[src/rtl/tap_loader_if.sv]
// Bundles the ioctl download port and the RAM port-B write/status signals of tap_loader.
interface tap_loader_if;
    localparam int unsigned ADDR_W = 16;
    localparam int unsigned DATA_W = 8;

    logic              tap_sel;
    logic              ioctl_download;
    logic              ioctl_wr;
    logic [DATA_W-1:0] ioctl_dout;

    logic [ADDR_W-1:0] tape_addr;
    logic [DATA_W-1:0] tape_dout;
    logic              tape_wr;
    logic              tape_complete;
    logic              tape_err;
    logic              autostart;
    logic              is_basic;
    logic [ADDR_W-1:0] load_start;
    logic [ADDR_W-1:0] load_end;

    modport master (
        output tap_sel, ioctl_download, ioctl_wr, ioctl_dout,
        input  tape_addr, tape_dout, tape_wr, tape_complete, tape_err,
               autostart, is_basic, load_start, load_end
    );

    modport slave (
        input  tap_sel, ioctl_download, ioctl_wr, ioctl_dout,
        output tape_addr, tape_dout, tape_wr, tape_complete, tape_err,
               autostart, is_basic, load_start, load_end
    );
endinterface

[src/rtl/tap_loader.sv]
// Parses the first block of an Oric .TAP download and writes its payload into RAM port B.
module tap_loader #(
    parameter int unsigned MIN_SYNC = 3,
    parameter int unsigned MAX_NAME = 16
) (
    input  logic         clk_sys,
    input  logic         reset,
    tap_loader_if.slave  bus
);
    localparam int unsigned ADDR_W = 16;
    localparam int unsigned DATA_W = 8;
    localparam int unsigned CNT_W  = 8;
    localparam int unsigned IDX_W  = 4;

    localparam logic [2:0] ST_IDLE = 3'd0;
    localparam logic [2:0] ST_SYNC = 3'd1;
    localparam logic [2:0] ST_HDR  = 3'd2;
    localparam logic [2:0] ST_NAME = 3'd3;
    localparam logic [2:0] ST_DATA = 3'd4;
    localparam logic [2:0] ST_DONE = 3'd5;
    localparam logic [2:0] ST_ERR  = 3'd6;

    logic [2:0]        state_q, state_d;
    logic [CNT_W-1:0]  sync_cnt_q, sync_cnt_d;
    logic [IDX_W-1:0]  hdr_idx_q, hdr_idx_d;
    logic [CNT_W-1:0]  name_cnt_q, name_cnt_d;
    logic [ADDR_W-1:0] cur_addr_q, cur_addr_d;
    logic [DATA_W-1:0] hdr_type_q, hdr_type_d;
    logic [DATA_W-1:0] hdr_auto_q, hdr_auto_d;
    logic [ADDR_W-1:0] addr_q, addr_d;
    logic [DATA_W-1:0] dout_q, dout_d;
    logic              wr_q, wr_d;
    logic              complete_q, complete_d;
    logic              err_q, err_d;
    logic              autostart_q, autostart_d;
    logic              is_basic_q, is_basic_d;
    logic [ADDR_W-1:0] load_start_q, load_start_d;
    logic [ADDR_W-1:0] load_end_q, load_end_d;
    logic              dl_prev;

    logic              dl_rise_c;
    logic              dl_fall_c;
    logic [DATA_W-1:0] din_c;

    assign dl_rise_c = bus.ioctl_download & ~dl_prev & bus.tap_sel;
    assign dl_fall_c = ~bus.ioctl_download & dl_prev;
    assign din_c     = bus.ioctl_dout;

    assign bus.tape_addr     = addr_q;
    assign bus.tape_dout     = dout_q;
    assign bus.tape_wr       = wr_q;
    assign bus.tape_complete = complete_q;
    assign bus.tape_err      = err_q;
    assign bus.autostart     = autostart_q;
    assign bus.is_basic      = is_basic_q;
    assign bus.load_start    = load_start_q;
    assign bus.load_end      = load_end_q;

    // Download level history; tracked through reset so a held download does not look like a new edge.
    always_ff @(posedge clk_sys) begin
        dl_prev <= bus.ioctl_download;
    end

    // State and output registers.
    always_ff @(posedge clk_sys) begin
        if (reset) begin
            state_q      <= ST_IDLE;
            sync_cnt_q   <= '0;
            hdr_idx_q    <= '0;
            name_cnt_q   <= '0;
            cur_addr_q   <= '0;
            hdr_type_q   <= '0;
            hdr_auto_q   <= '0;
            addr_q       <= '0;
            dout_q       <= '0;
            wr_q         <= 1'b0;
            complete_q   <= 1'b0;
            err_q        <= 1'b0;
            autostart_q  <= 1'b0;
            is_basic_q   <= 1'b0;
            load_start_q <= '0;
            load_end_q   <= '0;
        end else begin
            state_q      <= state_d;
            sync_cnt_q   <= sync_cnt_d;
            hdr_idx_q    <= hdr_idx_d;
            name_cnt_q   <= name_cnt_d;
            cur_addr_q   <= cur_addr_d;
            hdr_type_q   <= hdr_type_d;
            hdr_auto_q   <= hdr_auto_d;
            addr_q       <= addr_d;
            dout_q       <= dout_d;
            wr_q         <= wr_d;
            complete_q   <= complete_d;
            err_q        <= err_d;
            autostart_q  <= autostart_d;
            is_basic_q   <= is_basic_d;
            load_start_q <= load_start_d;
            load_end_q   <= load_end_d;
        end
    end

    // Byte parser: next state, header capture and RAM write generation.
    always_comb begin
        state_d      = state_q;
        sync_cnt_d   = sync_cnt_q;
        hdr_idx_d    = hdr_idx_q;
        name_cnt_d   = name_cnt_q;
        cur_addr_d   = cur_addr_q;
        hdr_type_d   = hdr_type_q;
        hdr_auto_d   = hdr_auto_q;
        addr_d       = addr_q;
        dout_d       = dout_q;
        wr_d         = 1'b0;
        complete_d   = complete_q;
        err_d        = err_q;
        autostart_d  = autostart_q;
        is_basic_d   = is_basic_q;
        load_start_d = load_start_q;
        load_end_d   = load_end_q;

        if (bus.ioctl_wr) begin
            case (state_q)
                ST_SYNC: begin
                    if (din_c == 8'h16) begin
                        if (sync_cnt_q != 8'hFF) sync_cnt_d = sync_cnt_q + 8'd1;
                    end else if (din_c == 8'h24 && 32'(sync_cnt_q) >= MIN_SYNC) begin
                        state_d   = ST_HDR;
                        hdr_idx_d = '0;
                    end else begin
                        state_d = ST_ERR;
                    end
                end
                ST_HDR: begin
                    hdr_idx_d = hdr_idx_q + 4'd1;
                    case (hdr_idx_q)
                        4'd2: hdr_type_d = din_c;
                        4'd3: hdr_auto_d = din_c;
                        4'd4: load_end_d[15:8]   = din_c;
                        4'd5: load_end_d[7:0]    = din_c;
                        4'd6: load_start_d[15:8] = din_c;
                        4'd7: load_start_d[7:0]  = din_c;
                        4'd8: begin
                            if (load_end_q < load_start_q) begin
                                state_d = ST_ERR;
                            end else begin
                                cur_addr_d = load_start_q;
                                state_d    = ST_NAME;
                            end
                        end
                        default: ;
                    endcase
                end
                ST_NAME: begin
                    if (din_c == 8'h00) begin
                        state_d = ST_DATA;
                    end else if (32'(name_cnt_q) >= MAX_NAME) begin
                        state_d = ST_ERR;
                    end else begin
                        name_cnt_d = name_cnt_q + 8'd1;
                    end
                end
                ST_DATA: begin
                    wr_d   = 1'b1;
                    addr_d = cur_addr_q;
                    dout_d = din_c;
                    if (cur_addr_q == load_end_q) begin
                        state_d     = ST_DONE;
                        complete_d  = 1'b1;
                        autostart_d = (hdr_auto_q != 8'h00);
                        is_basic_d  = (hdr_type_q == 8'h00);
                    end else begin
                        cur_addr_d = cur_addr_q + 16'd1;
                    end
                end
                default: ;
            endcase
        end

        // A dropped download truncates any unfinished block, after the last byte is processed.
        if (dl_fall_c && (state_d == ST_SYNC || state_d == ST_HDR ||
                          state_d == ST_NAME || state_d == ST_DATA)) begin
            state_d = ST_ERR;
        end

        if (state_d == ST_ERR) err_d = 1'b1;

        // A new accepted download overrides everything, including a byte in the same cycle.
        if (dl_rise_c) begin
            state_d      = ST_SYNC;
            sync_cnt_d   = '0;
            hdr_idx_d    = '0;
            name_cnt_d   = '0;
            wr_d         = 1'b0;
            complete_d   = 1'b0;
            err_d        = 1'b0;
            autostart_d  = 1'b0;
            is_basic_d   = 1'b0;
            load_start_d = '0;
            load_end_d   = '0;
        end
    end
endmodule
[src/flat_wrapper.sv]
// flat-port wrapper written by rule: the top's interface ports become plain ports
module tap_loader_flat 
#(
    parameter int unsigned MIN_SYNC = 3,
    parameter int unsigned MAX_NAME = 16
)
  (clk_sys, reset, bus_tap_sel, bus_ioctl_download, bus_ioctl_wr, bus_ioctl_dout, bus_tape_addr, bus_tape_dout, bus_tape_wr, bus_tape_complete, bus_tape_err, bus_autostart, bus_is_basic, bus_load_start, bus_load_end);
  tap_loader_if bus_i ();
  input  logic clk_sys;
  input  logic reset;
  input wire logic [$bits(bus_i.tap_sel)-1:0] bus_tap_sel;
  input wire logic [$bits(bus_i.ioctl_download)-1:0] bus_ioctl_download;
  input wire logic [$bits(bus_i.ioctl_wr)-1:0] bus_ioctl_wr;
  input wire logic [$bits(bus_i.ioctl_dout)-1:0] bus_ioctl_dout;
  output wire logic [$bits(bus_i.tape_addr)-1:0] bus_tape_addr;
  output wire logic [$bits(bus_i.tape_dout)-1:0] bus_tape_dout;
  output wire logic [$bits(bus_i.tape_wr)-1:0] bus_tape_wr;
  output wire logic [$bits(bus_i.tape_complete)-1:0] bus_tape_complete;
  output wire logic [$bits(bus_i.tape_err)-1:0] bus_tape_err;
  output wire logic [$bits(bus_i.autostart)-1:0] bus_autostart;
  output wire logic [$bits(bus_i.is_basic)-1:0] bus_is_basic;
  output wire logic [$bits(bus_i.load_start)-1:0] bus_load_start;
  output wire logic [$bits(bus_i.load_end)-1:0] bus_load_end;
  assign bus_i.tap_sel = bus_tap_sel;
  assign bus_i.ioctl_download = bus_ioctl_download;
  assign bus_i.ioctl_wr = bus_ioctl_wr;
  assign bus_i.ioctl_dout = bus_ioctl_dout;
  assign bus_tape_addr = bus_i.tape_addr;
  assign bus_tape_dout = bus_i.tape_dout;
  assign bus_tape_wr = bus_i.tape_wr;
  assign bus_tape_complete = bus_i.tape_complete;
  assign bus_tape_err = bus_i.tape_err;
  assign bus_autostart = bus_i.autostart;
  assign bus_is_basic = bus_i.is_basic;
  assign bus_load_start = bus_i.load_start;
  assign bus_load_end = bus_i.load_end;
  tap_loader #(.MIN_SYNC(MIN_SYNC), .MAX_NAME(MAX_NAME)) u_core (.clk_sys(clk_sys), .reset(reset), .bus(bus_i));
endmodule
[config.mk]
export PLATFORM = sky130hd
export DESIGN_NAME = tap_loader_flat
export DESIGN_NICKNAME = d
export VERILOG_FILES = /design/src/rtl/tap_loader_if.sv /design/src/rtl/tap_loader.sv /design/src/flat_wrapper.sv
export SDC_FILE = /design/constraint.sdc
export NUM_CORES = 1
export LEC_CHECK = 0
export ABC_AREA = 0
export BUFFER_PORTS_ARGS = -buffer_cell sky130_fd_sc_hd__buf_2
export CAP_MARGIN = 20
export CORE_MARGIN = 2
export CORE_UTILIZATION = 50
export CTS_CLUSTER_DIAMETER = 50
export DETAILED_ROUTE_END_ITERATION = 10
export PLACE_DENSITY = 0.73
export SETUP_SLACK_MARGIN = 0.05
export SYNTH_ARGS = -nofsm -noshare
export SYNTH_HDL_FRONTEND = slang
export SYNTH_SLANG_ARGS = --single-unit
[constraint.sdc]
create_clock -name clk_sys -period 2.3 [get_ports clk_sys]
set_input_delay 0.46 -clock clk_sys [delete_from_list [all_inputs] [get_ports clk_sys]]
set_output_delay 0.46 -clock clk_sys [all_outputs]
set_load 0.02 [all_outputs]
==> flow_metrics.env, run 1 <==
export IMPL_status="complete, no violations"
export IMPL_met1_usage_pct=35.44
export IMPL_synth_enable_flop_cells=0
export IMPL_worstSetupStartpoint="u_core.bus.load_start[6]"
export IMPL_overflow=0
export IMPL_cts_root_buf="clkbuf_16"
export IMPL_tightest_slew_ns=0.8424
export IMPL_ys_seq_elements=117
export IMPL_cts_tree="built"
export IMPL_drc_errors=0
export IMPL_htreeDepth=4
export IMPL_ant_nets=0
export IMPL_syn_nets=730
export IMPL_min_period_ns=2.290
export IMPL_clock_latency_ns=0.42
export IMPL_rr_endpoint="u_core.bus.tape_err"
export IMPL_synth_cells=694
export IMPL_grt_busiest_layer="met2"
export IMPL_end_kind="flop"
export IMPL_fillers=864
export IMPL_drt_initial_drc_count=552
export IMPL_dr_pass1_iters=5
export IMPL_vias=5751
export IMPL_ios=74
export IMPL_synth_area_um2=5674
export IMPL_power_density_nw_per_um2=629.2
export IMPL_reg2reg_setup_slack_ns=0.01
export IMPL_leakage_nw=3.122
export IMPL_grt_pass1_wl_um=27870
export IMPL_ys_warn_count=0
export IMPL_drive_above_1_share_pct=30.63
export IMPL_ir_drop_mv=0.6804
export IMPL_area_growth_syn_to_layout_pct=34.69
export IMPL_p_seq_share_pct=42.4
export IMPL_crit_required_ns=2.60
export IMPL_routabilityCongestion=0.9734
export IMPL_hold_viol=0
export IMPL_p_switching_mw=1.015
export IMPL_crit_arrival_ns=2.59
export IMPL_cap_viol_max_count=0
export IMPL_hold_path_class="in -> reg"
export IMPL_hpwl_um=12480
export IMPL_r2r_start="u_core.bus.load_start[6]"
export IMPL_cts_max_path_buffers=2
export IMPL_synthArstFlopShare_pct=0
export IMPL_grt_antenna_before_repair=0
export IMPL_rsz0062_at_grt="yes"
export IMPL_setup_tns_ns=0
export IMPL_ys_seq_area_share_pct=41.28
export IMPL_core_area_um2=10940
export IMPL_slew_headroom_pct=43.36
export IMPL_synth_ff_type="dfxtp_1"
export IMPL_final_common_cell="nand2_1"
export IMPL_hp_start="bus_ioctl_download"
export IMPL_rows=38
export IMPL_holdPathEnd="u_core.dl_prev"
export IMPL_wl_um=17950
export IMPL_clk_pin_slew_ns=0.05
export IMPL_comb_power_share_pct=4.1
export IMPL_grt_usage_pct=28.56
export IMPL_postSynthAreaPerCell_um2=8.176
export IMPL_critPathMaxFanout=4
export IMPL_initial_core_util_pct=51.89
export IMPL_fp_dieH_um=110.5
export IMPL_portBuffers=73
export IMPL_clkPwrFrac_pct=53.6
export IMPL_n_antenna_cell=0
export IMPL_layout_nets=866
export IMPL_p_int_mw=3.794
export IMPL_slew_violations=0
export IMPL_post_drt_via_cell_ratio=5.874
export IMPL_ys_types=63
export IMPL_grt_pass1_vias=5488
export IMPL_grt_max_degree=36
export IMPL_worstSetupPathType="reg -> reg"
export IMPL_setup_viol=0
export IMPL_cp_start_kind="flop"
export IMPL_rr_worst_depth=9
export IMPL_wl_per_cell_um=18.33
export IMPL_die_w_um=110.5
export IMPL_die_area_um2=12220
export IMPL_swShare_pct=21.10
export IMPL_cts_made_buffers=17
export IMPL_clock_sinks=117
export IMPL_final_core_util_pct=69.89
export IMPL_met2_usage_pct=47.61
export IMPL_met3_usage_pct=7.135
export IMPL_fmaxAchievable_mhz=436.6
export IMPL_period_share_pct=99.58
export IMPL_final_cell_mix="nand2_1 (113), dfxtp_1 (101), buf_4 (84), a21oi_1 (77), buf_2 (73)"
export IMPL_skew_ns=0.008896
export IMPL_min_path_cells=1
cells by family (layout without fill, tap and decap cells):
kind of cell	Yosys count	count (layout)	share of synthesized area, %
buffers and inverters	70	215	5.226
AND/OR/NAND/NOR	288	288	24.17
multiplexers	18	18	3.175
AO/OA/AOI/OAI	150	150	16.76
adder cells (fa/ha/maj)	23	23	5.072
XOR/XNOR	28	28	4.322
flip-flops	117	117	41.28
layer usage:
layer | part of all wire (%) | wire, um
met2 | 49 | 8773
met5 | 0 | 0
met3 | 7.7 | 1381
met4 | 2.6 | 471
met1 | 41 | 7320
registers in the layout, indices dropped and copies added (netlist names):
name                      flops
u_core.dl_prev                1
u_core.bus.tape_wr            1
u_core.cur_addr_q            16
u_core.bus.load_start        16
u_core.bus.autostart          1
u_core.bus.tape_complete      1
u_core.bus.is_basic           1
u_core.hdr_type_q             8
u_core.hdr_auto_q             8
u_core.state_q                3
u_core.bus.tape_err           1
u_core.bus.tape_addr         16
u_core.bus.load_end          16
u_core.bus.tape_dout          8
u_core.hdr_idx_q              4
u_core.sync_cnt_q             8
u_core.name_cnt_q             8
layout make-up:
cell class / count / area [um2] / area share (%)
clock buffer: 22 / 454.2 / 5.943
clock inverter: 6 / 105.1 / 1.375
inverter: 23 / 86.33 / 1.130
multi-input combinational: 507 / 3358 / 43.94
sequential: 117 / 2362 / 30.91
tap: 140 / 175.2 / 2.292
timing repair buffer: 164 / 1101 / 14.41
what timing repair did:
item | 4_1_cts | 5_1_grt
buffers inserted | 1 | 4
resized for setup | 21 | 46
setup endpoints to repair | 17 | 23
hold buffers | 0 | 0
cloned | 0 | 0
pin swaps | 14 | 21
critical path, stage by stage (launching register included):
cell       delay [ns]
dfxtp_2          0.33
inv_2            0.05
ha_4             0.27
o211ai_1         0.11
a211o_1          0.32
o21a_2           0.26
a221o_1          0.37
buf_6            0.15
a2111oi_4        0.23
nor3_2           0.08
power by group through the flow:
| stage | logic, mW | clock network (mW) | registers, mW |
|---|---|---|---|
| final | 0.195 | 2.58 | 2.04 |
| after global routing | 0.206 | 2.69 | 2.04 |
| after CTS | 0.178 | 2.59 | 2.04 |
| after detailed placement | 0.174 | 0 | 2.08 |
| after global placement | 0.170 | 0 | 2.08 |
| after floorplan | 0.0967 | 0 | 2.08 |
through the flow:
stage | power [mW] | instances | hold WS, ns | cell area (um2) | setup slack [ns]
after CTS | 4.808 | 976 | 0.1644 | 7413 | -0.01430
after global placement | 2.249 | 947 | 0.4335 | 6736 | -0.1298
after floorplan | 2.176 | 694 | 0.4205 | 5698 | 0.009421
final | 4.808 | 979 | 0.1765 | 7642 | 0.009600
after global routing | 4.933 | 979 | 0.1758 | 7642 | -0.08612
after detailed placement | 2.253 | 947 | 0.4397 | 6736 | -0.1747
Yosys cell counts (2+ instances only):
| cell type | n | area, um2 |
|---|---|---|
| dfxtp_1 | 117 | 2342 |
| nand2_1 | 113 | 424.2 |
| a21oi_1 | 80 | 400.4 |
| nor2_1 | 55 | 206.5 |
| nand3_1 | 44 | 220.2 |
| clkbuf_1 | 31 | 116.4 |
| ha_1 | 23 | 287.8 |
| inv_1 | 22 | 82.58 |
| xor2_1 | 22 | 192.7 |
| mux2i_1 | 18 | 180.2 |
| buf_2 | 12 | 60.06 |
| nand4_1 | 11 | 68.82 |
| nor3_1 | 11 | 55.05 |
| and2_1 | 10 | 62.56 |
| nor4_1 | 10 | 62.56 |
| o21ai_0 | 10 | 50.05 |
| and3_1 | 9 | 56.30 |
| o31ai_1 | 8 | 60.06 |
| a211oi_1 | 6 | 45.04 |
| nand2b_1 | 6 | 37.54 |
| o311ai_0 | 6 | 52.55 |
| xnor2_1 | 6 | 52.55 |
| a221oi_1 | 3 | 26.28 |
| a22oi_1 | 3 | 22.52 |
| a31oi_1 | 3 | 18.77 |
| a41oi_1 | 3 | 26.28 |
| buf_4 | 3 | 22.52 |
| nor2b_1 | 3 | 18.77 |
| o21a_1 | 3 | 22.52 |
| a2111oi_0 | 2 | 17.52 |
| a2111oi_1 | 2 | 20.02 |
| a211o_1 | 2 | 17.52 |
| a311oi_1 | 2 | 17.52 |
| nor3b_1 | 2 | 15.01 |
| nor3b_2 | 2 | 25.02 |
| o221a_2 | 2 | 22.52 |
| o32ai_1 | 2 | 17.52 |
| or4_1 | 2 | 15.01 |
worst max path at each step:
stage               slack [ns]               endpoint
finish                    0.01    u_core.bus.tape_err
global route             -0.09  u_core.cur_addr_q[15]
CTS                      -0.01  u_core.cur_addr_q[11]
detailed placement       -0.17    u_core.bus.tape_err
global placement         -0.13    u_core.bus.tape_err
floorplan                0.009    u_core.bus.tape_err
Power figures use the tool's default switching activity.
==> run 2, diff against run 1 <==
--- a/config.mk
+++ b/config.mk
@@ -9,10 +9,11 @@
 export BUFFER_PORTS_ARGS = -buffer_cell sky130_fd_sc_hd__buf_2
 export CAP_MARGIN = 20
 export CORE_MARGIN = 2
-export CORE_UTILIZATION = 50
+export CORE_UTILIZATION = 45
 export CTS_CLUSTER_DIAMETER = 50
 export DETAILED_ROUTE_END_ITERATION = 10
-export PLACE_DENSITY = 0.73
+export PLACE_DENSITY = 0.67
+export REMOVE_ABC_BUFFERS = 1
 export SETUP_SLACK_MARGIN = 0.05
 export SYNTH_ARGS = -nofsm -noshare
 export SYNTH_HDL_FRONTEND = slang
==> run 2 against run 1 <==
Power grew 6.8%. Sequential power is essentially flat. Clock power grew 13%. Sequential cell count is the same. Die area grew 11%. Combinational power is essentially flat. Setup slack gained 0.0082 ns. Worst hold slack lost 0.011 ns. Non-clock buffer count shrank 4.
==> flow_metrics.env, run 2 (same netlist as run 1, synthesis figures left out) <==
export IMPL_clkPwrFrac_pct=56.6
export IMPL_cap_viol_max_count=0
export IMPL_rows=41
export IMPL_n_antenna_cell=0
export IMPL_crit_arrival_ns=2.60
export IMPL_rsz0062_at_grt="yes"
export IMPL_grt_pass1_vias=5391
export IMPL_p_seq_share_pct=39.6
export IMPL_postCtsHoldBufs=0
export IMPL_ios=74
export IMPL_final_core_util_pct=61.96
export IMPL_fillers=1082
export IMPL_ant_nets=0
export IMPL_core_area_um2=12470
export IMPL_slowest_delay_ns=0.33
export IMPL_comb_power_share_pct=3.8
export IMPL_power_density_nw_per_um2=664.9
export IMPL_die_area_um2=13520
export IMPL_post_drt_via_cell_ratio=5.611
export IMPL_htreeDepth=4
export IMPL_tightest_slew_ns=0.8259
export IMPL_clk_pin_slew_ns=0.06
export IMPL_clock_latency_ns=0.43
export IMPL_min_period_ns=2.282
export IMPL_finalPower_mw=5.136
export IMPL_p_switching_mw=1.099
export IMPL_worstSetupPathType="reg -> reg"
export IMPL_fmaxAchievable_mhz=438.2
export IMPL_hold_path_class="in -> reg"
export IMPL_cts_made_buffers=17
export IMPL_dr_pass1_iters=5
export IMPL_path_buf_inv=2
export IMPL_slew_headroom_pct=44.47
export IMPL_drt_initial_drc_count=573
export IMPL_die_w_um=116.3
export IMPL_leakage_nw=3.138
export IMPL_initial_core_util_pct=45.52
export IMPL_met1_length_um=7525
export IMPL_swShare_pct=21.40
export IMPL_clock_sinks=117
export IMPL_grt_antenna_before_repair=0
export IMPL_fp_dieH_um=116.3
export IMPL_slew_violations=0
export IMPL_critPathMaxFanout=9
export IMPL_final_common_cell="nand2_1"
export IMPL_hold_viol=0
export IMPL_layout_nets=862
export IMPL_setup_viol=0
export IMPL_routed_top_layer="met4"
export IMPL_wl_per_cell_um=17.24
export IMPL_grt_max_degree=34
export IMPL_p_int_mw=4.037
export IMPL_timing_final_ws_setup_ns=0.01779
export IMPL_grt_usage_pct=26.24
export IMPL_drive_above_1_share_pct=30.39
export IMPL_routabilityCongestion=0.9763
export IMPL_critical_path_slowest_cell="dfxtp_2"
export IMPL_final_cell_mix="nand2_1 (113), dfxtp_1 (107), buf_4 (81), a21oi_1 (75), buf_2 (73)"
export IMPL_status="complete, no violations"
export IMPL_cts_tree="built"
export IMPL_wl_met2_um=8541
export IMPL_period_share_pct=99.23
export IMPL_overflow=0
export IMPL_whs_ns=0.1650
export IMPL_cts_root_buf="clkbuf_16"
export IMPL_drc_errors=0
export IMPL_final_area_um2=7724
export IMPL_portBuffers=73
export IMPL_dp_slack_ns=-0.1261
export IMPL_skew_ns=0.009900
export IMPL_cts_max_path_buffers=2
export IMPL_place_area_um2=6763
export IMPL_hpwl_um=12530
export IMPL_crit_chain="inv_2 -> ha_4 -> nand4_1 -> a211o_1 -> o21a_1 -> o31ai_2 -> buf_4 -> nand2_4 -> o221a_2"
export IMPL_crit_required_ns=2.62
export IMPL_end_kind="flop"
export IMPL_area_growth_syn_to_layout_pct=36.12
export IMPL_cp_start_kind="flop"
export IMPL_wl_um=17430
export IMPL_dr_wl_met3_um=1053
export IMPL_grt_pass1_wl_um=27190
export IMPL_crit_family="compound AO/OA/AOI/OAI gates"
export IMPL_ir_drop_mv=0.5235
export IMPL_vias=5673
## run 2: changes by cell type in the layout (fill, tap and decap cells not counted), sizes merged
cell,before,now
bufinv,3,5
clkinv,4,6
clkinvlp,0,3
buf,164,160
clkbuf,22,19
## run 2: layout make-up
type                    count  area (um2)  area share, %
clock inverters            13       205.2          2.657
inverters                  23       86.33          1.118
clock buffers              19       442.9          5.735
multi-input cells         507        3334          43.17
well taps                 172       215.2          2.786
repair buffers            160        1085          14.05
flip-flops and latches    117        2355          30.49
## run 2: worst register-to-register path, stage by stage, from the launching register on
cell     delay [ns]
dfxtp_2        0.33
inv_2          0.05
ha_4           0.26
nand4_1        0.17
a211o_1        0.30
o21a_1         0.24
o31ai_2        0.21
buf_4          0.19
nand2_4        0.11
o221a_2        0.32
## run 2: metal layers
metal | GRT usage [%] | vias up
met3 | 6.124 | 33
met1 | 32.56 | 2707
li1 | - | 2722
met4 | 9.841 | 0
met2 | 44.42 | 211
met5 | 0 | -
## run 2: worst paths after layout
kind / from / to / slack [ns] / depth (start not counted)
setup / recovery: u_core.bus.load_start[14] / u_core.cur_addr_q[15] / 0.02 / 9
hold / removal: bus_ioctl_download / u_core.dl_prev / 0.16 / 1
setup reg to reg: u_core.bus.load_start[14] / u_core.cur_addr_q[15] / 0.02 / 9
hold reg to reg: u_core.bus.tape_addr[9] / u_core.bus.tape_addr[9] / 0.45 / 2
## run 2: per-stage QoR
step	setup TNS, ns	std cells
2_1_floorplan	-24.50	647
4_1_cts	-0.02591	1010
3_3_place_gp	-0.1938	977
3_5_place_dp	-0.4613	977
5_1_grt	-0.2202	1011
6_report	0	1011
## run 2: what timing repair did
| item | CTS | global route |
|---|---|---|
| setup endpoints to repair | 19 | 19 |
| resized for setup | 37 | 31 |
| pin swaps | 20 | 17 |
| buffers inserted | 1 | 1 |
## run 2: power by group through the flow
stage          combinational [mW]  sequential, mW  clock (mW)
6_report                    0.194            2.04        2.91
5_1_grt                     0.206            2.04        3.03
4_1_cts                     0.185            2.04        2.94
3_5_place_dp                0.177            2.08           0
3_3_place_gp                0.172            2.08           0
2_1_floorplan              0.0570            2.08           0
==> run 3, diff against run 2 <==
--- a/config.mk
+++ b/config.mk
@@ -8,11 +8,12 @@
 export ABC_AREA = 0
 export BUFFER_PORTS_ARGS = -buffer_cell sky130_fd_sc_hd__buf_2
 export CAP_MARGIN = 20
+export CELL_PAD_IN_SITES_DETAIL_PLACEMENT = 0
+export CELL_PAD_IN_SITES_GLOBAL_PLACEMENT = 1
 export CORE_MARGIN = 2
-export CORE_UTILIZATION = 45
-export CTS_CLUSTER_DIAMETER = 50
+export CORE_UTILIZATION = 39
 export DETAILED_ROUTE_END_ITERATION = 10
-export PLACE_DENSITY = 0.67
+export PLACE_DENSITY = 0.76
 export REMOVE_ABC_BUFFERS = 1
 export SETUP_SLACK_MARGIN = 0.05
 export SYNTH_ARGS = -nofsm -noshare
==> run 3 against run 2 <==
Critical path type unchanged. Register-to-register slack lost 0.04 ns. Design area grew 2.6%. Combinational power is 7% higher. Maximum frequency is 1.6% lower. The run now ends with setup timing left. Sequential power barely moved. Final cell count grew 2.6%. Largest power group unchanged. Setup slack worse by 0.037 ns. Power is 2.6% lower. Non-clock buffer count grew 14.
==> flow_metrics.env, run 3 (same netlist as run 1, synthesis figures left out) <==
export IMPL_cp_start_kind="flop"
export IMPL_timing_final_ws_setup_ns=-0.01956
export IMPL_clock_sinks=117
export IMPL_skew_ns=0.005563
export IMPL_cts_made_buffers=17
export IMPL_layout_nets=876
export IMPL_hold_path_class="in -> reg"
export IMPL_min_period_ns=2.320
export IMPL_clock_latency_ns=0.43
export IMPL_dp_cells=996
export IMPL_critPathMaxFanout=9
export IMPL_finalPower_mw=5.003
export IMPL_dp_slack_ns=-0.09975
export IMPL_setup_viol=7
export IMPL_ir_drop_mv=0.5461
export IMPL_vias=5618
export IMPL_wl_um=17490
export IMPL_drc_errors=0
export IMPL_clk_pin_slew_ns=0.06
export IMPL_hold_viol=0
export IMPL_fillers=1309
export IMPL_slew_violations=0
export IMPL_violations="setup timing"
export IMPL_dr_pass1_iters=7
export IMPL_overflow=0
export IMPL_n_antenna_cell=0
export IMPL_cts_max_path_buffers=2
export IMPL_final_area_um2=7925
export IMPL_crit_required_ns=2.59
export IMPL_drt_initial_drc_count=436
export IMPL_die_area_um2=15530
export IMPL_final_core_util_pct=55.16
export IMPL_status="complete, but fails checks"
export IMPL_grt_max_degree=46
export IMPL_wl_per_cell_um=16.86
export IMPL_drive_above_1_share_pct=33.53
export IMPL_fp_dieH_um=124.6
export IMPL_portBuffers=73
export IMPL_crit_arrival_ns=2.61
export IMPL_power_density_nw_per_um2=631.3
export IMPL_post_drt_via_cell_ratio=5.418
export IMPL_initial_core_util_pct=39.49
export IMPL_period_share_pct=100.9
export IMPL_ios=74
export IMPL_cts_root_buf="clkbuf_16"
export IMPL_worstSetupPathType="reg -> reg"
export IMPL_rows=44
export IMPL_hpwl_um=12540
export IMPL_routabilityCongestion=0.8785
export IMPL_area_growth_syn_to_layout_pct=39.67
export IMPL_ant_nets=0
export IMPL_end_kind="flop"
export IMPL_grt_antenna_before_repair=0
export IMPL_cts_tree="built"
export IMPL_htreeDepth=4
export IMPL_cap_viol_max_count=0
export IMPL_slew_headroom_pct=38.15
export IMPL_grt_pass1_vias=5404
export IMPL_place_area_um2=6793
export IMPL_core_area_um2=14370
export IMPL_tightest_slew_ns=0.9242
export IMPL_final_cell_mix="nand2_1 (113), dfxtp_1 (102), buf_4 (91), a21oi_1 (76), buf_2 (73)"
export IMPL_rsz0062_at_grt="yes"
export IMPL_postCtsHoldBufs=0
export IMPL_leakage_nw=3.209
export IMPL_final_common_cell="nand2_1"
export IMPL_grt_usage_pct=22.30
export IMPL_stdcell_count=1037
export IMPL_fmaxAchievable_mhz=431.1
export IMPL_grt_pass1_wl_um=27650
export IMPL_die_w_um=124.6
run 3: through the flow:
step / setup TNS (ns) / hold WS, ns
2_1_floorplan: -24.50 / 0.4205
3_3_place_gp: -0.6755 / 0.4336
3_5_place_dp: -0.5417 / 0.4353
4_1_cts: 0 / 0.1503
5_1_grt: -1.572 / 0.1521
6_report: -0.05536 / 0.1620
run 3: where the power goes:
part / internal (mW) / leakage, nW / total, mW / switching (mW)
clock network: 1.78 / 0.294 / 2.76 / 0.978
logic: 0.0716 / 1.97 / 0.208 / 0.136
registers: 2.03 / 0.950 / 2.04 / 0.00390
total: 3.88 / 3.21 / 5.00 / 1.12
run 3: final timing paths:
check / startpoint / to / slack [ns] / cells past startpoint
worst max-delay path: u_core.bus.load_start[14] / u_core.cur_addr_q[4] / -0.02 / 11
worst min-delay path: bus_ioctl_download / u_core.dl_prev / 0.16 / 1
worst max register to register: u_core.bus.load_start[14] / u_core.cur_addr_q[4] / -0.02 / 11
worst min register to register: u_core.bus.tape_addr[7] / u_core.bus.tape_addr[7] / 0.45 / 2
run 3: critical path, stage by stage (launching register included):
cell and delay (ns):
dfxtp_2 0.32, inv_1 0.06, ha_4 0.27, nand4_1 0.13, a211o_1 0.31, buf_4 0.14
o21ai_2 0.16, a21boi_1 0.08, buf_4 0.17, buf_6 0.15, o311ai_2 0.26, o31ai_1 0.11
run 3: final cells by class:
type                       instances  area (um2)  area share (%)
multi-input combinational        507        3432           43.31
sequential                       117        2361           29.79
timing repair buffer             174        1196           15.09
clock buffer                      20       466.7           5.889
tap                              184       230.2           2.905
clock inverter                    12       152.6           1.926
inverter                          23       86.33           1.089
run 3: metal layers:
metal	vias to the layer above	part of all wire [%]	global-route usage, %
met3	37	5.1	6.271
li1	2743	-	-
met5	-	0	0
met4	0	2.6	9.451
met1	2686	44	28.30
met2	152	48	35.55
run 3: repair_timing:
item                                    CTS  global route
endpoints found under the setup margin   17            22
cloned                                    0             0
hold endpoints to repair                  0             0
pin swaps                                 6            19
buffers inserted                          3             6
resized for setup                        33            56
